File: src/rtl/ysyx_csr_file_if.sv
// rtl/ysyx_csr_file_if.sv - EXU/IFU-facing signal bundle of the M-mode CSR file
interface ysyx_csr_file_if #(
    parameter int XLEN = 32
);
    logic            csr_valid;
    logic [1:0]      csr_op;
    logic [11:0]     csr_addr;
    logic [XLEN-1:0] csr_wdata;
    logic [XLEN-1:0] csr_rdata;
    logic            csr_illegal;
    logic            trap_valid;
    logic [XLEN-1:0] trap_cause;
    logic [XLEN-1:0] trap_pc;
    logic [XLEN-1:0] trap_tval;
    logic            mret_valid;
    logic            retire;
    logic [XLEN-1:0] trap_target_o;
    logic [XLEN-1:0] mepc_o;
    logic            mie_o;

    modport master (
        output csr_valid, csr_op, csr_addr, csr_wdata,
        output trap_valid, trap_cause, trap_pc, trap_tval, mret_valid, retire,
        input  csr_rdata, csr_illegal, trap_target_o, mepc_o, mie_o
    );

    modport slave (
        input  csr_valid, csr_op, csr_addr, csr_wdata,
        input  trap_valid, trap_cause, trap_pc, trap_tval, mret_valid, retire,
        output csr_rdata, csr_illegal, trap_target_o, mepc_o, mie_o
    );
endinterface

File: src/rtl/ysyx_csr_file.sv
// rtl/ysyx_csr_file.sv - M-mode CSR file: Zicsr access, trap entry, mret, trap target
// Optional mcycle/minstret counters are enabled by defining YSYX_CSR_COUNTERS_EN.
module ysyx_csr_file #(
    parameter int              XLEN      = 32,
    parameter logic [31:0]     MVENDORID = 32'h79737978,
    parameter logic [31:0]     MARCHID   = 32'h015fde77,
    parameter logic [XLEN-1:0] MTVEC_RST = '0
) (
    input logic            clk,
    input logic            rst,
    ysyx_csr_file_if.slave bus
);
    localparam logic [11:0] A_MSTATUS   = 12'h300;
    localparam logic [11:0] A_MTVEC     = 12'h305;
    localparam logic [11:0] A_MSCRATCH  = 12'h340;
    localparam logic [11:0] A_MEPC      = 12'h341;
    localparam logic [11:0] A_MCAUSE    = 12'h342;
    localparam logic [11:0] A_MTVAL     = 12'h343;
    localparam logic [11:0] A_MVENDORID = 12'hF11;
    localparam logic [11:0] A_MARCHID   = 12'hF12;
    localparam logic [11:0] A_MHARTID   = 12'hF14;
    localparam logic [1:0]  OP_RW = 2'b01;
    localparam logic [1:0]  OP_RS = 2'b10;
    localparam logic [1:0]  OP_RC = 2'b11;

    logic            mie_q, mpie_q;
    logic [XLEN-1:0] mtvec_q, mepc_q, mcause_q, mtval_q, mscratch_q;
    logic [XLEN-1:0] mstatus_rd, rdata, wval, trap_target;
    logic            known, read_only, writes, illegal, wr_en;

`ifdef YSYX_CSR_COUNTERS_EN
    logic [63:0] mcycle_q, minstret_q, mcycle_d, minstret_d, ctr_sel;
`else
    wire unused_retire = bus.retire;
`endif

    always_comb begin
        mstatus_rd        = '0;
        mstatus_rd[12:11] = 2'b11;
        mstatus_rd[7]     = mpie_q;
        mstatus_rd[3]     = mie_q;
    end

    always_comb begin
        rdata     = '0;
        known     = 1'b1;
        read_only = 1'b0;
`ifdef YSYX_CSR_COUNTERS_EN
        ctr_sel   = bus.csr_addr[1] ? minstret_q : mcycle_q;
`endif
        case (bus.csr_addr)
            A_MSTATUS:   rdata = mstatus_rd;
            A_MTVEC:     rdata = mtvec_q;
            A_MSCRATCH:  rdata = mscratch_q;
            A_MEPC:      rdata = mepc_q;
            A_MCAUSE:    rdata = mcause_q;
            A_MTVAL:     rdata = mtval_q;
            A_MVENDORID: begin rdata = XLEN'(MVENDORID); read_only = 1'b1; end
            A_MARCHID:   begin rdata = XLEN'(MARCHID);   read_only = 1'b1; end
            A_MHARTID:   read_only = 1'b1;
            default: begin
                known = 1'b0;
`ifdef YSYX_CSR_COUNTERS_EN
                // Bxx/Cxx with offsets 00/02/80/82; high halves exist only on RV32.
                if ((bus.csr_addr[11:8] == 4'hB || bus.csr_addr[11:8] == 4'hC) &&
                    bus.csr_addr[6:2] == 5'd0 && !bus.csr_addr[0] &&
                    (!bus.csr_addr[7] || XLEN == 32)) begin
                    known     = 1'b1;
                    read_only = (bus.csr_addr[11:8] == 4'hC);
                    rdata     = bus.csr_addr[7] ? XLEN'(ctr_sel[63:32]) : ctr_sel[XLEN-1:0];
                end
`endif
            end
        endcase
    end

    // RS/RC with a zero operand is a pure read, even on read-only CSRs.
    assign writes  = (bus.csr_op == OP_RW) || (bus.csr_op != 2'b00 && bus.csr_wdata != '0);
    assign illegal = bus.csr_valid && bus.csr_op != 2'b00 && (!known || (read_only && writes));
    assign wr_en   = bus.csr_valid && writes && !illegal && !bus.trap_valid && !bus.mret_valid;

    always_comb begin
        case (bus.csr_op)
            OP_RW:   wval = bus.csr_wdata;
            OP_RS:   wval = rdata | bus.csr_wdata;
            OP_RC:   wval = rdata & ~bus.csr_wdata;
            default: wval = rdata;
        endcase
    end

    always_comb begin
        trap_target = {mtvec_q[XLEN-1:2], 2'b00};
        if (mtvec_q[1:0] == 2'b01 && mcause_q[XLEN-1])
            trap_target = trap_target + {mcause_q[XLEN-3:0], 2'b00};
    end

    always_ff @(posedge clk) begin
        if (rst) begin
            mie_q      <= 1'b0;
            mpie_q     <= 1'b0;
            mtvec_q    <= {MTVEC_RST[XLEN-1:2], 1'b0, MTVEC_RST[0]};
            mepc_q     <= '0;
            mcause_q   <= '0;
            mtval_q    <= '0;
            mscratch_q <= '0;
        end else if (bus.trap_valid) begin
            mepc_q   <= bus.trap_pc & {{(XLEN-2){1'b1}}, 2'b00};
            mcause_q <= bus.trap_cause;
            mtval_q  <= bus.trap_tval;
            mpie_q   <= mie_q;
            mie_q    <= 1'b0;
        end else if (bus.mret_valid) begin
            mie_q  <= mpie_q;
            mpie_q <= 1'b1;
        end else if (wr_en) begin
            case (bus.csr_addr)
                A_MSTATUS:  begin mie_q <= wval[3]; mpie_q <= wval[7]; end
                A_MTVEC:    mtvec_q    <= {wval[XLEN-1:2], 1'b0, wval[0]};
                A_MSCRATCH: mscratch_q <= wval;
                A_MEPC:     mepc_q     <= {wval[XLEN-1:2], 2'b00};
                A_MCAUSE:   mcause_q   <= wval;
                A_MTVAL:    mtval_q    <= wval;
                default: ;
            endcase
        end
    end

`ifdef YSYX_CSR_COUNTERS_EN
    // A write to either half replaces that counter's increment for the cycle.
    always_comb begin
        mcycle_d   = mcycle_q + 64'd1;
        minstret_d = minstret_q + {63'd0, bus.retire};
        if (wr_en && bus.csr_addr[11:8] == 4'hB) begin
            if (bus.csr_addr[1]) begin
                minstret_d = minstret_q;
                if (bus.csr_addr[7]) minstret_d[63:32]     = wval[31:0];
                else                 minstret_d[XLEN-1:0]  = wval;
            end else begin
                mcycle_d = mcycle_q;
                if (bus.csr_addr[7]) mcycle_d[63:32]       = wval[31:0];
                else                 mcycle_d[XLEN-1:0]    = wval;
            end
        end
    end

    always_ff @(posedge clk) begin
        if (rst) begin
            mcycle_q   <= '0;
            minstret_q <= '0;
        end else begin
            mcycle_q   <= mcycle_d;
            minstret_q <= minstret_d;
        end
    end
`endif

    assign bus.csr_rdata     = rdata;
    assign bus.csr_illegal   = illegal;
    assign bus.trap_target_o = trap_target;
    assign bus.mepc_o        = mepc_q;
    assign bus.mie_o         = mie_q;
endmodule

File: src/flat_wrapper.sv
// flat-port wrapper written by rule: the top's interface ports become plain ports
module ysyx_csr_file_flat 
#(
    parameter int              XLEN      = 32,
    parameter logic [31:0]     MVENDORID = 32'h79737978,
    parameter logic [31:0]     MARCHID   = 32'h015fde77,
    parameter logic [XLEN-1:0] MTVEC_RST = '0
)
  (clk, rst, bus_csr_valid, bus_csr_op, bus_csr_addr, bus_csr_wdata, bus_trap_valid, bus_trap_cause, bus_trap_pc, bus_trap_tval, bus_mret_valid, bus_retire, bus_csr_rdata, bus_csr_illegal, bus_trap_target_o, bus_mepc_o, bus_mie_o);
  ysyx_csr_file_if #(.XLEN(XLEN)) bus_i ();
  input logic clk;
  input logic rst;
  input wire logic [$bits(bus_i.csr_valid)-1:0] bus_csr_valid;
  input wire logic [$bits(bus_i.csr_op)-1:0] bus_csr_op;
  input wire logic [$bits(bus_i.csr_addr)-1:0] bus_csr_addr;
  input wire logic [$bits(bus_i.csr_wdata)-1:0] bus_csr_wdata;
  input wire logic [$bits(bus_i.trap_valid)-1:0] bus_trap_valid;
  input wire logic [$bits(bus_i.trap_cause)-1:0] bus_trap_cause;
  input wire logic [$bits(bus_i.trap_pc)-1:0] bus_trap_pc;
  input wire logic [$bits(bus_i.trap_tval)-1:0] bus_trap_tval;
  input wire logic [$bits(bus_i.mret_valid)-1:0] bus_mret_valid;
  input wire logic [$bits(bus_i.retire)-1:0] bus_retire;
  output wire logic [$bits(bus_i.csr_rdata)-1:0] bus_csr_rdata;
  output wire logic [$bits(bus_i.csr_illegal)-1:0] bus_csr_illegal;
  output wire logic [$bits(bus_i.trap_target_o)-1:0] bus_trap_target_o;
  output wire logic [$bits(bus_i.mepc_o)-1:0] bus_mepc_o;
  output wire logic [$bits(bus_i.mie_o)-1:0] bus_mie_o;
  assign bus_i.csr_valid = bus_csr_valid;
  assign bus_i.csr_op = bus_csr_op;
  assign bus_i.csr_addr = bus_csr_addr;
  assign bus_i.csr_wdata = bus_csr_wdata;
  assign bus_i.trap_valid = bus_trap_valid;
  assign bus_i.trap_cause = bus_trap_cause;
  assign bus_i.trap_pc = bus_trap_pc;
  assign bus_i.trap_tval = bus_trap_tval;
  assign bus_i.mret_valid = bus_mret_valid;
  assign bus_i.retire = bus_retire;
  assign bus_csr_rdata = bus_i.csr_rdata;
  assign bus_csr_illegal = bus_i.csr_illegal;
  assign bus_trap_target_o = bus_i.trap_target_o;
  assign bus_mepc_o = bus_i.mepc_o;
  assign bus_mie_o = bus_i.mie_o;
  ysyx_csr_file #(.XLEN(XLEN), .MVENDORID(MVENDORID), .MARCHID(MARCHID), .MTVEC_RST(MTVEC_RST)) u_core (.clk(clk), .rst(rst), .bus(bus_i));
endmodule
File: config.mk
export PLATFORM = sky130hd
export DESIGN_NAME = ysyx_csr_file_flat
export DESIGN_NICKNAME = d
export VERILOG_FILES = /design/src/rtl/ysyx_csr_file_if.sv /design/src/rtl/ysyx_csr_file.sv /design/src/flat_wrapper.sv
export SDC_FILE = /design/constraint.sdc
export NUM_CORES = 1
export LEC_CHECK = 0
export CAP_MARGIN = 20
export CORE_MARGIN = 2
export CORE_UTILIZATION = 30
export CTS_CLUSTER_SIZE = 14
export DETAILED_ROUTE_END_ITERATION = 10
export HOLD_SLACK_MARGIN = 0.03
export SYNTH_ARGS = -nofsm -noshare
export SYNTH_HDL_FRONTEND = slang
export SYNTH_SLANG_ARGS = --single-unit
File: constraint.sdc
create_clock -name clk -period 6.1 [get_ports clk]
set_clock_uncertainty 0.05 [all_clocks]
set_input_delay 0.915 -clock clk [delete_from_list [all_inputs] [get_ports clk]]
set_output_delay 0.915 -clock clk [all_outputs]
set_load 0.05 [all_outputs]
# --- After elaboration in Yosys (flattened, before gate mapping) ---
# Index checks and enable logic that the tools add are counted.
op_classes:
  add_sub_neg: 1
  eq_ne: 13
  n_mux: 24
  n_bitwise: 5
  reduce_logical: 35
op_table:
  columns: ["op", "n"]
  rows:
  - ["$mux 32", 13]
  - ["$pmux 32 s8", 1]
  - ["$pmux 32 s3", 1]
  - ["$eq 12x10->1 const B", 6]
  - ["$eq 12x12->1 const B", 3]
  - ["$add 32x32->32", 1]
  - ["$and 32x32->32", 1]
  - ["$not 32->32", 1]
  - ["$or 32x32->32", 1]
  - ["$reduce_bool 32->1", 1]
  - ["$reduce_bool 2->1", 7]
  - ["$logic_and 1x1->1", 9]
  - ["$mux 1", 9]
  - ["$reduce_and 3->1", 3]
  - ["$reduce_or 9->1", 1]
  - ["$reduce_and 4->1", 2]
  - ["$reduce_bool 3->1", 2]
  - ["$eq 2x2->1 const B", 2]
  - ["$logic_not 1->1", 4]
  - ["$reduce_and 2->1", 2]
  - ["$reduce_or 3->1", 1]
  - ["$eq 2x1->1 const B", 1]
  - ["$logic_or 1x1->1", 2]
  - ["$ne 2x2->1 const B", 1]
  - ["2 further kinds", 3]
word_totals:
  register_bits: 159
  input_bits: 148
  output_inout_bits: 98
  elab_cells: 85

# --- Longest topological paths before layout ---
# Gate-level depths: netlist (run 1).
logic_depth:
  ltp_word: 13
  ltp_mapped: 11
  depth_no_buf: 11

# --- Worst setup path after synthesis (run 1) ---
# OpenSTA, ideal clock, no wires.
synth_path:
  path_type: "reg-to-output"
  start: "register u_core.mcause_q[16]"
  end: "output bus_trap_target_o[25]"
  t_arrival_ns: 3.219
  required_ns: 5.135
  setup_slack_ns: 1.916
  path_stages_with_launch: 11
  path_buffers: 1
  cell_sequence: "dfxtp_1 -> ha_1 -> clkbuf_1 -> a21o_1 -> a31o_2 -> a21o_1 -> o21ai_0 -> a31oi_1 -> o21a_1 -> o21a_1 -> o31ai_1"
synth_between:
  elab_chain_cells: 2
synth_lines:
  columns: ["element", "line", "rtl"]
  rows:
  - ["start, declared", "ysyx_csr_file.sv:27", "logic [XLEN-1:0] mtvec_q, mepc_q, mcause_q, mtval_q, mscratch_q;"]
  - ["start signal, assigned", "ysyx_csr_file.sv:108", "mcause_q <= bus.trap_cause;"]
  - ["start signal, assigned", "ysyx_csr_file.sv:121", "A_MCAUSE: mcause_q <= wval;"]
  - ["$add 32x32->32", "ysyx_csr_file.sv:94", "trap_target = trap_target + {mcause_q[XLEN-3:0], 2'b00};"]
  - ["$mux 32", "ysyx_csr_file.sv:93", "if (mtvec_q[1:0] == 2'b01 && mcause_q[XLEN-1])"]
  - ["end, declared", "flat_wrapper.sv:25", "output wire logic [$bits(bus_i.trap_target_o)-1:0] bus_trap_target_o;"]
# No other way between the ends.

# --- Worst setup path in the final report (run 1) ---
layout_path:
  start: "register u_core.mtvec_q[2]"
  end: "output bus_trap_target_o[30]"
layout_between:
  elab_chain_cells: 2
layout_lines:
  columns: ["element", "line", "rtl"]
  rows:
  - ["start, declared", "ysyx_csr_file.sv:27", null]
  - ["start signal, assigned", "ysyx_csr_file.sv:101", "mtvec_q <= {MTVEC_RST[XLEN-1:2], 1'b0, MTVEC_RST[0]};"]
  - ["start signal, assigned", "ysyx_csr_file.sv:118", "A_MTVEC: mtvec_q <= {wval[XLEN-1:2], 1'b0, wval[0]};"]
  - ["$add 32x32->32", "ysyx_csr_file.sv:94", null]
  - ["$mux 32", "ysyx_csr_file.sv:93", null]
# No other way between the ends.

==> metrics.md, run 1 <==
| Metric | Value |
|---|---|
| Status | `finished clean` |
| Synth cell types | `74` |
| Fin area | `13,800 um^2` |
| Final Hold Fails | `0` |
| Row Count | `68` |
| Worst Setup Start Kind | `flip-flop` |
| Hold Buf Count CTS | `0` |
| Initial antenna violation count | `2` |
| Worst Tran Pin Value | `between 1 and 1.5 ns` |
| CTS Buf Count | `17` |
| Fin Setup TNS | `0 ns` |
| RSZ-0062 raised after global routing | `false` |
| Final wirelength | `between 40,000 and 50,000 um` |
| Seq cells post-synth | `159` |
| Leak | `roughly 0.0053 uW` |
| Slowest cell on crit path | `clkdlybuf4s50_1` |
| Vias post-DR | `11,400` |
| Seq/Total Area, Yosys | `0.300` |
| Clk sinks | `between 150 and 200` |
| Worst path required time | `5.13 ns` |
| Int Power | `between 1500 and 2000 uW` |
| Path type of the worst min-delay path | `reg -> reg` |
| Crit path DAT | `4.25 ns` |
| Largest net degree at the start of global routing | `87` |
| Most frequent cells in the layout | `209 x clkdlybuf4s50_1, 160 x a21oi_1, 159 x dfxtp_1` |
| Tcrit/Tclk final | `0.855` |
| # resized after CTS | `0` |
| Slew HR | `0.259` |
| Detail Placement HPWL | `33,300 um` |
| Peak supply drop | `0.000120 V` |
| CTS tree | `built` |
| Clk network pwr share | `0.412` |
| Gr usage total | `0.229` |
| Root Driver | `clkbuf_16` |
| Critical path cell sequence | `ha_1 > inv_1 > fa_1 > nor2b_1 > o21ai_0 > a21oi_1 > o21ai_0 > nand2_1 > o2111ai_1 > a2111oi_0 > nand3b_1 > clkdlybuf4s50_1` |
| Final net count | `1,724` |
| Final Core Density | `0.399` |
| Core area | `~35,000 um^2` |
| Post-synth EDFFs | `0` |
| Skew-Pair Late Insertion Delay | `0.44 ns` |
| Vias/cell | `5.65` |
| Cell repeated most along the worst path | `o21ai_0` |
| Flop pwr share | `0.412` |
| Clk slew on worst S/H paths | `roughly 0.060 ns` |
| Die X | `a little under 200 um` |
| Average routed wire per standard cell | `21.7 um` |
| Synth Warn # | `0` |
| Worst-case clock buffer depth | `2` |
| Slew Viols, Final | `0` |
| Top cells by area, synth | `dfxtp_1 30%, a21oi_1 7.5%, nand2_1 4.9%` |
| Port bufs | `238` |
| Drc violations | `0` |
| Non-Filler Instances | `2,016` |
| CP Class | `reg -> out` |
| Synthesized area per cell | `7.70 um^2` |
| Slowest stage delay, CP | `0.82 ns` |
| # setup viols final | `0` |
| Most common cell after layout, fill and taps aside | `clkdlybuf4s50_1` |
| Global-route wire length before repair | `63,900 um` |
| Die Ht | `192 um` |
| Syn Std Cell Area | `10,600 um^2` |
| Share of the synthesized area in the top cell type | `0.300` |
| Vias in the first global route | `10,700` |
| Switching power share of the total | `0.297` |
| Post-CTS setup buffers | `0` |
| Dpl cell area | `13,200 um^2` |
| DR pass1 iterations | `5` |
| Placed insts | `1,981` |
| Cell Pwr Density | `between 150 and 200 nW/um^2` |
| Final ANT Viol Nets | `0` |
| Iter 0 DRT Violations | `1,002` |
| Ys flop type | `dfxtp_1` |
| Starting density of the core | `0.306` |
| Synth Instances | `around 1,400` |
| H-tree depth | `4` |
| Max-cap viol count | `0` |
| Placer Congestion | `0.892` |
| Grt ovf | `0` |
| Worst Path Max Fanout | `4` |
| DIE AREA | `36,900 um^2` |
| Synth area leader | `dfxtp_1` |
| Min Tclk post-route | `around 5.2 ns` |
| Worst setup EP type | `output pin` |
| Layout cells sized above 1 | `0.0776` |
| I/O pin cnt | `246` |
| Async S/R FF share, synth | `0` |
| Maximum clock rate | `192 MHz` |
| Psw | `807 uW` |
| Area grow syn2layout | `30.3%` |
| Comb power frac | `0.176` |
[power by group through the flow]
stage,clock network (uW),registers (uW),logic (uW)
5_1_grt,1180,1120,511
3_3_place_gp,0,1140,466
2_1_floorplan,0,1160,226
6_report,1120,1120,479
4_1_cts,1130,1120,475
3_5_place_dp,0,1140,472
[routing by layer]
metal  share of wire  vias up  global-route usage  wire length (um)
li1                -     5419                   -                 -
met1            0.45     5419               0.317             19600
met2            0.44      498               0.349             19000
met3           0.085       63              0.0471              3710
met4           0.030        0              0.0793              1320
met5               0        -                   0                 0
[Yosys cell counts, drive strengths merged (29+ instances only)]
| master | number |
|---|---|
| a21oi | 160 |
| dfxtp | 159 |
| nand2 | 139 |
| nor2 | 102 |
| inv | 80 |
| clkbuf | 77 |
| o21ai | 77 |
| a211oi | 51 |
| buf | 44 |
| mux2i | 37 |
| o211ai | 33 |
| a22oi | 30 |
| a221oi | 29 |
| ha | 29 |
| nor3 | 29 |
[critical path: cells and delay by family (launching register included)]
family / cells / cell delay, ns
AO/OA/AOI/OAI: 5 / 1.33
adder cells (fa/ha/maj): 2 / 0.66
buffers and inverters: 2 / 0.88
flip-flops: 1 / 0.45
AND/OR/NAND/NOR: 3 / 0.51
[flip-flops by register name, summed over array words and instances (netlist names)]
register / flops
u_core.bus.mie_o: 1
u_core.mscratch_q: 32
u_core.mtvec_q: 31
u_core.mtval_q: 32
u_core.mcause_q: 32
u_core.mpie_q: 1
u_core.bus.mepc_o: 30
[kinds of logic (layout without fill, tap and decap cells)]
family                   count (synthesis)  after routing  synth area share
AND/OR/NAND/NOR                        400            400             0.184
flip-flops                             159            159             0.300
buffers and inverters                  201            377            0.0789
XOR/XNOR                                13             13            0.0107
multiplexers                            43             43            0.0455
other                                    1              6          0.000353
AO/OA/AOI/OAI                          533            533             0.345
adder cells (fa/ha/maj)                 30             30            0.0360
[metrics by stage]
stage	power [uW]	worst slack (ns)	hold WS [ns]
final	2720	0.883	0.444
after floorplan	1390	1.92	0.415
after global routing	2810	0.668	0.463
after global placement	1610	1.03	0.431
after detailed placement	1610	0.974	0.434
after CTS	2720	0.934	0.442
[area by class of cell]
cell class,instances,area [um^2]
Tap cell,455,569
Clock inverter,14,169
Timing Repair Buffer,265,2540
Fill cell,3623,20900
Clock buffer,18,439
Inverter,80,300
Sequential cell,159,3180
Antenna cell,2,5.00
Multi-Input combinational cell,1023,6630
[final timing paths]
check	cells past startpoint	end	startpoint	slack, ns
max reg2reg	8	u_core.bus.mepc_o[27]$_SDFFE_PP0P_	u_core.bus.mepc_o[27]$_SDFFE_PP0P_	3.35
max	12	bus_trap_target_o[30]	u_core.mtvec_q[2]$_SDFFE_PP0P_	0.88
min reg2reg	2	u_core.mscratch_q[31]$_SDFFE_PP0P_	u_core.mscratch_q[31]$_SDFFE_PP0P_	0.44
min	2	u_core.mscratch_q[31]$_SDFFE_PP0P_	u_core.mscratch_q[31]$_SDFFE_PP0P_	0.44
No activity file was read; power rests on OpenSTA's default activity.
==> run 2: changes to the inputs <==
--- a/config.mk
+++ b/config.mk
@@ -11,6 +11,7 @@
 export CTS_CLUSTER_SIZE = 14
 export DETAILED_ROUTE_END_ITERATION = 10
 export HOLD_SLACK_MARGIN = 0.03
+export PLACE_DENSITY = 0.52
 export SYNTH_ARGS = -nofsm -noshare
 export SYNTH_HDL_FRONTEND = slang
 export SYNTH_SLANG_ARGS = --single-unit
==> run 2 against run 1 <==
Clock-buffer cell count shrank 1; non-clock buffer count unchanged; sequential power hardly changed; routed wire length grew 2.5%; largest cell class unchanged; clock power rose by 8%; worst hold slack improved by 0.0029 ns; sequential cell count is the same; die area did not move; via count is 0.98% lower; maximum frequency up 1.0%.
==> metrics.md, run 2 (synthesis gave the netlist of run 1 again) <==
| Metric | Value |
|---|---|
| Status | `finished clean` |
| Maximum clock rate | `just under 200 MHz` |
| Tcrit/Tclk final | `0.846` |
| Met1 global-route usage | `0.346` |
| Clk sinks | `159` |
| Final net count | `1,724` |
| Worst Tran Pin Value | `1.15 ns` |
| Global routing's busiest layer | `met2` |
| Worst setup EP type | `output pin` |
| Final ANT Viol Nets | `0` |
| Drc violations | `0` |
| Peak supply drop | `between 0.00015 and 0.0002 V` |
| Post-CTS setup buffers | `0` |
| Most frequent cells in the layout | `207 x clkdlybuf4s50_1, 160 x a21oi_1, 159 x dfxtp_1` |
| Leak | `about 0.0054 uW` |
| Detail Placement HPWL | `33,600 um` |
| # setup viols final | `0` |
| Fin area | `~14,000 um^2` |
| Worst path required time | `a little over 5 ns` |
| I/O pin cnt | `between 200 and 250` |
| Final wirelength | `around 45,000 um` |
| Met3 Use GR | `0.0340` |
| Int Power | `1980 uW` |
| Dpl cell area | `13,200 um^2` |
| CTS Buf Count | `17` |
| Die Ht | `around 190 um` |
| Most common cell after layout, fill and taps aside | `clkdlybuf4s50_1` |
| Average routed wire per standard cell | `22.3 um` |
| Comb power frac | `0.172` |
| Iter 0 DRT Violations | `905` |
| Max-cap viol count | `0` |
| Hold Buf Count CTS | `0` |
| CP Class | `reg -> out` |
| Slew Viols, Final | `0` |
| Vias post-DR | `11,300` |
| Initial antenna violation count | `1` |
| Final setup margin | `0.937 ns` |
| Area grow syn2layout | `30.5%` |
| # resized after CTS | `0` |
| Core area | `34,700 um^2` |
| Top Registers | `u_core.mcause_q x32, u_core.mscratch_q x32, u_core.mtval_q x32` |
| Diodes inserted | `0` |
| Global-route wire length before repair | `66,600 um` |
| Power, Total | `2810 uW` |
| Final Hold Fails | `0` |
| Layout cells sized above 1 | `0.0783` |
| Crit path DAT | `4.20 ns` |
| Worst-case clock buffer depth | `2` |
| CP top delay family | `compound AO/OA/AOI/OAI gates` |
| Placed insts | `1,981` |
| Port bufs | `238` |
| DIE AREA | `36,900 um^2` |
| Slowest stage delay, CP | `0.85 ns` |
| Path type of the worst min-delay path | `reg -> reg` |
| Worst Setup Start Kind | `flip-flop` |
| Starting density of the core | `0.306` |
| Critical path cell sequence | `ha_1 > inv_1 > fa_1 > nor2b_1 > o21ai_0 > a21oi_1 > o21ai_0 > a21oi_1 > o31a_1 > o21a_1 > o31ai_1 > clkdlybuf4s50_1` |
| Gr usage total | `0.239` |
| Cell Pwr Density | `202 nW/um^2` |
| Largest net degree at the start of global routing | `89` |
| Worst Path Max Fanout | `3` |
| Psw | `between 800 and 900 uW` |
| RSZ-0062 raised after global routing | `false` |
| Placer Congestion | `between 0.8 and 0.9` |
| Flop pwr share | `0.399` |
| Buf+Inv Stages, Crit Path | `2` |
| Die X | `192 um` |
| Vias/cell | `between 5 and 6` |
| Root Driver | `clkbuf_16` |
| Clk network pwr share | `0.430` |
| Fin Setup TNS | `0 ns` |
| DR pass1 iterations | `7` |
| Clk slew on worst S/H paths | `0.07 ns` |
| Slowest cell on crit path | `clkdlybuf4s50_1` |
| Min Tclk post-route | `between 5 and 6 ns` |
| Slew HR | `0.232` |
| Switching power share of the total | `0.294` |
| Row Count | `68` |
| Vias in the first global route | `10,600` |
| Non-Filler Instances | `2,013` |
| Skew-Pair Late Insertion Delay | `0.44 ns` |
| DP Worst Slack | `between 1 and 1.5 ns` |
| CTS tree | `built` |
| H-tree depth | `4` |
| Met2 Track Usage GR | `0.371` |
| Grt ovf | `0` |
==> run 2: cell types whose count changed in the layout (fill, tap and decap cells not counted), moves of 2 or more <==
cell             previous run  this run
buf_12                      1         3
bufinv_16                   2         4
clkdlybuf4s50_1           209       207
clkinv_4                    2         0
diode_2                     2         0
inv_6                       6         4
inv_8                       3         5
==> run 2: power groups by stage <==
stage	combinational, uW	clock [uW]	sequential, uW
after floorplan	226	0	1160
after CTS	480	1220	1120
after global placement	475	0	1140
after global routing	519	1260	1120
after detailed placement	478	0	1140
final	482	1210	1120
==> run 2: routing by layer <==
metal | wire length, um | vias to the layer above
met3 | 2860 | 50
met5 | 7 | -
li1 | - | 5402
met4 | 830 | 2
met1 | 21100 | 5422
met2 | 20000 | 411
==> run 2: worst min-delay path, stage by stage, from the launching register on <==
cell and delay [ns]:
dfxtp_1 0.31, nor2_1 0.09, nor3_1 0.05
==> run 2: per-stage QoR <==
step,hold WS [ns],utilization
4_1_cts,0.447,0.399
5_1_grt,0.470,0.399
3_3_place_gp,0.432,0.380
2_1_floorplan,0.415,-
3_5_place_dp,0.438,0.380
6_report,0.447,0.399
==> run 2: worst paths after layout <==
check / start / end / slack (ns) / cells past startpoint
setup / recovery: u_core.mcause_q[0]$_SDFFE_PP0P_ / bus_trap_target_o[24] / 0.94 / 12
hold / removal: u_core.mscratch_q[31]$_SDFFE_PP0P_ / u_core.mscratch_q[31]$_SDFFE_PP0P_ / 0.45 / 2
hold reg to reg: u_core.mscratch_q[31]$_SDFFE_PP0P_ / u_core.mscratch_q[31]$_SDFFE_PP0P_ / 0.45 / 2
setup reg to reg: u_core.bus.mepc_o[28]$_SDFFE_PP0P_ / u_core.bus.mepc_o[28]$_SDFFE_PP0P_ / 3.31 / 8
==> run 2: layout make-up <==
class / count / area [um^2]
flip-flops and latches: 159 / 3180
inverters: 80 / 300
repair buffers: 265 / 2540
well taps: 455 / 569
clock buffers: 17 / 425
fillers: 3656 / 20800
multi-input cells: 1023 / 6630
clock inverters: 14 / 219
==> run 3: changes to the inputs <==
==> constraint.sdc (replaced) <==
create_clock -name clk -period 4.9 [get_ports clk]
set_clock_uncertainty 0.05 [all_clocks]
set_input_delay 0.735 -clock clk [delete_from_list [all_inputs] [get_ports clk]]
set_output_delay 0.735 -clock clk [all_outputs]
set_load 0.05 [all_outputs]
==> run 3 against run 2 <==
Cell count rose by 0.40%; cell area grew 2.8%; utilization rose by 1.1 points; via count up 0.64%; routed wire length decreased by 0.69%; clock power up 9%; critical endpoint is now bus_trap_target_o[26]; largest cell class unchanged; highest routed layer is now met4.
==> metrics.md, run 3 (synthesis gave the netlist of run 1 again) <==
| Metric | Value |
|---|---|
| Final wirelength | `44,500 um` |
| Final net count | `1,731` |
| H-tree depth | `4` |
| Slew Viols, Final | `0` |
| Iter 0 DRT Violations | `around 900` |
| Global-route wire length before repair | `66,300 um` |
| Vias in the first global route | `10,800` |
| Average routed wire per standard cell | `~22 um` |
| Most frequent cells in the layout | `196 x clkdlybuf4s50_1, 160 x a21oi_1, 159 x dfxtp_1` |
| Root Driver | `clkbuf_16` |
| Worst setup EP type | `output pin` |
| CP Class | `reg -> out` |
| Drc violations | `0` |
| Tcrit/Tclk final | `0.952` |
| Area grow syn2layout | `34.2%` |
| Worst Path Max Fanout | `5` |
| Worst-case clock buffer depth | `2` |
| DIE AREA | `around 37,000 um^2` |
| Fin Setup TNS | `0 ns` |
| Dpl cell area | `between 10,000 and 15,000 um^2` |
| # setup viols final | `0` |
| Vias post-DR | `11,400` |
| Diodes inserted | `0` |
| Clk sinks | `159` |
| Worst Tran Pin Value | `approximately 1.2 ns` |
| Placer Congestion | `between 0.8 and 0.9` |
| I/O pin cnt | `246` |
| Peak supply drop | `0.000193 V` |
| Hold Buf Count CTS | `0` |
| Crit path DAT | `3.88 ns` |
| Final ANT Viol Nets | `0` |
| Die X | `192 um` |
| Most common cell after layout, fill and taps aside | `clkdlybuf4s50_1` |
| Detail Placement HPWL | `34,000 um` |
| Row Count | `68` |
| Skew-Pair Late Insertion Delay | `0.43 ns` |
| Layout cells sized above 1 | `0.0856` |
| Worst Setup Start Kind | `flip-flop` |
| Leak | `0.00558 uW` |
| Core area | `34,700 um^2` |
| Min Tclk post-route | `between 4 and 5 ns` |
| Final Hold Fails | `0` |
| Slew HR | `0.184` |
| Post-CTS setup buffers | `0` |
| Max-cap viol count | `0` |
| Fin area | `14,300 um^2` |
| Grt ovf | `0` |
| Top Registers | `u_core.mcause_q x32, u_core.mscratch_q x32, u_core.mtval_q x32` |
| RSZ-0062 raised after global routing | `false` |
| Maximum clock rate | `~210 MHz` |
| Largest net degree at the start of global routing | `just over 70` |
| Starting density of the core | `0.306` |
| Path type of the worst min-delay path | `reg -> reg` |
| # resized after CTS | `0` |
| Die Ht | `around 190 um` |
| Worst path required time | `4.12 ns` |
| Status | `finished clean` |
| Clk slew on worst S/H paths | `0.07 ns` |
| Vias/cell | `5.62` |
| # fillers | `3,588` |
| Gr usage total | `0.238` |
| CTS tree | `built` |
| Cell Pwr Density | `233 nW/um^2` |
| DR pass1 iterations | `7` |
| Initial antenna violation count | `0` |
| Port bufs | `between 200 and 250` |
| CTS Buf Count | `17` |
[run 3: cell count changes in the layout (fill, tap and decap cells not counted), moves of 4 or more]
cell / delta
inv_8: -4
buf_12: +33
clkdlybuf4s50_1: -11
dlymetal6s2s_1: +6
buf_4: -21
[run 3: worst paths after layout]
path	to	slack, ns	depth (start not counted)	startpoint
max	bus_trap_target_o[26]	0.24	10	u_core.mcause_q[7]$_SDFFE_PP0P_
min	u_core.mscratch_q[1]$_SDFFE_PP0P_	0.45	2	u_core.mscratch_q[1]$_SDFFE_PP0P_
max reg2reg	u_core.bus.mepc_o[27]$_SDFFE_PP0P_	1.96	8	u_core.bus.mepc_o[27]$_SDFFE_PP0P_
min reg2reg	u_core.mscratch_q[1]$_SDFFE_PP0P_	0.45	2	u_core.mscratch_q[1]$_SDFFE_PP0P_
[run 3: final cells by class]
cell class                 count  area [um^2]  area share
clock inverter                13          126     0.00886
inverter                      80          300      0.0211
tap                          455          569      0.0399
clock buffer                  19          443      0.0311
sequential                   159         3180       0.223
timing repair buffer         272         3010       0.211
multi-input combinational   1023         6630       0.465
[run 3: where the power goes]
| part | internal, uW | switching, uW | leakage [uW] |
|---|---|---|---|
| Combinational | 255 | 352 | 0.00399 |
| Sequential | 1340 | 49.3 | 0.00130 |
| Clock | 725 | 594 | 0.000285 |
[run 3: routing by layer]
metal,global-route usage,vias up,routed length (um)
met1,0.345,5403,20500
met4,0.0787,0,1210
li1,-,5446,-
met2,0.353,459,19300
met3,0.0406,51,3490
met5,0,-,0
[run 3: critical path: stages (launching register included)]
cell,delay (ns)
dfxtp_1,0.50
ha_1,0.34
and4_1,0.25
a21oi_1,0.20
o21ai_0,0.19
o21ai_0,0.41
nand2_1,0.16
o211a_1,0.29
nor3_1,0.16
nand3b_1,0.13
clkdlybuf4s50_1,0.81
[run 3: per-stage QoR]
step	power, uW	hold slack [ns]	setup WS (ns)	util	instances
after floorplan	1730	0.415	0.896	-	1383
after global placement	2020	0.433	0.445	0.394	1989
after detailed placement	2020	0.438	0.394	0.394	1989
after CTS	3330	0.448	0.00610	0.410	2021
after global routing	3440	0.464	0.0348	0.411	2021
final	3320	0.448	0.237	0.411	2021
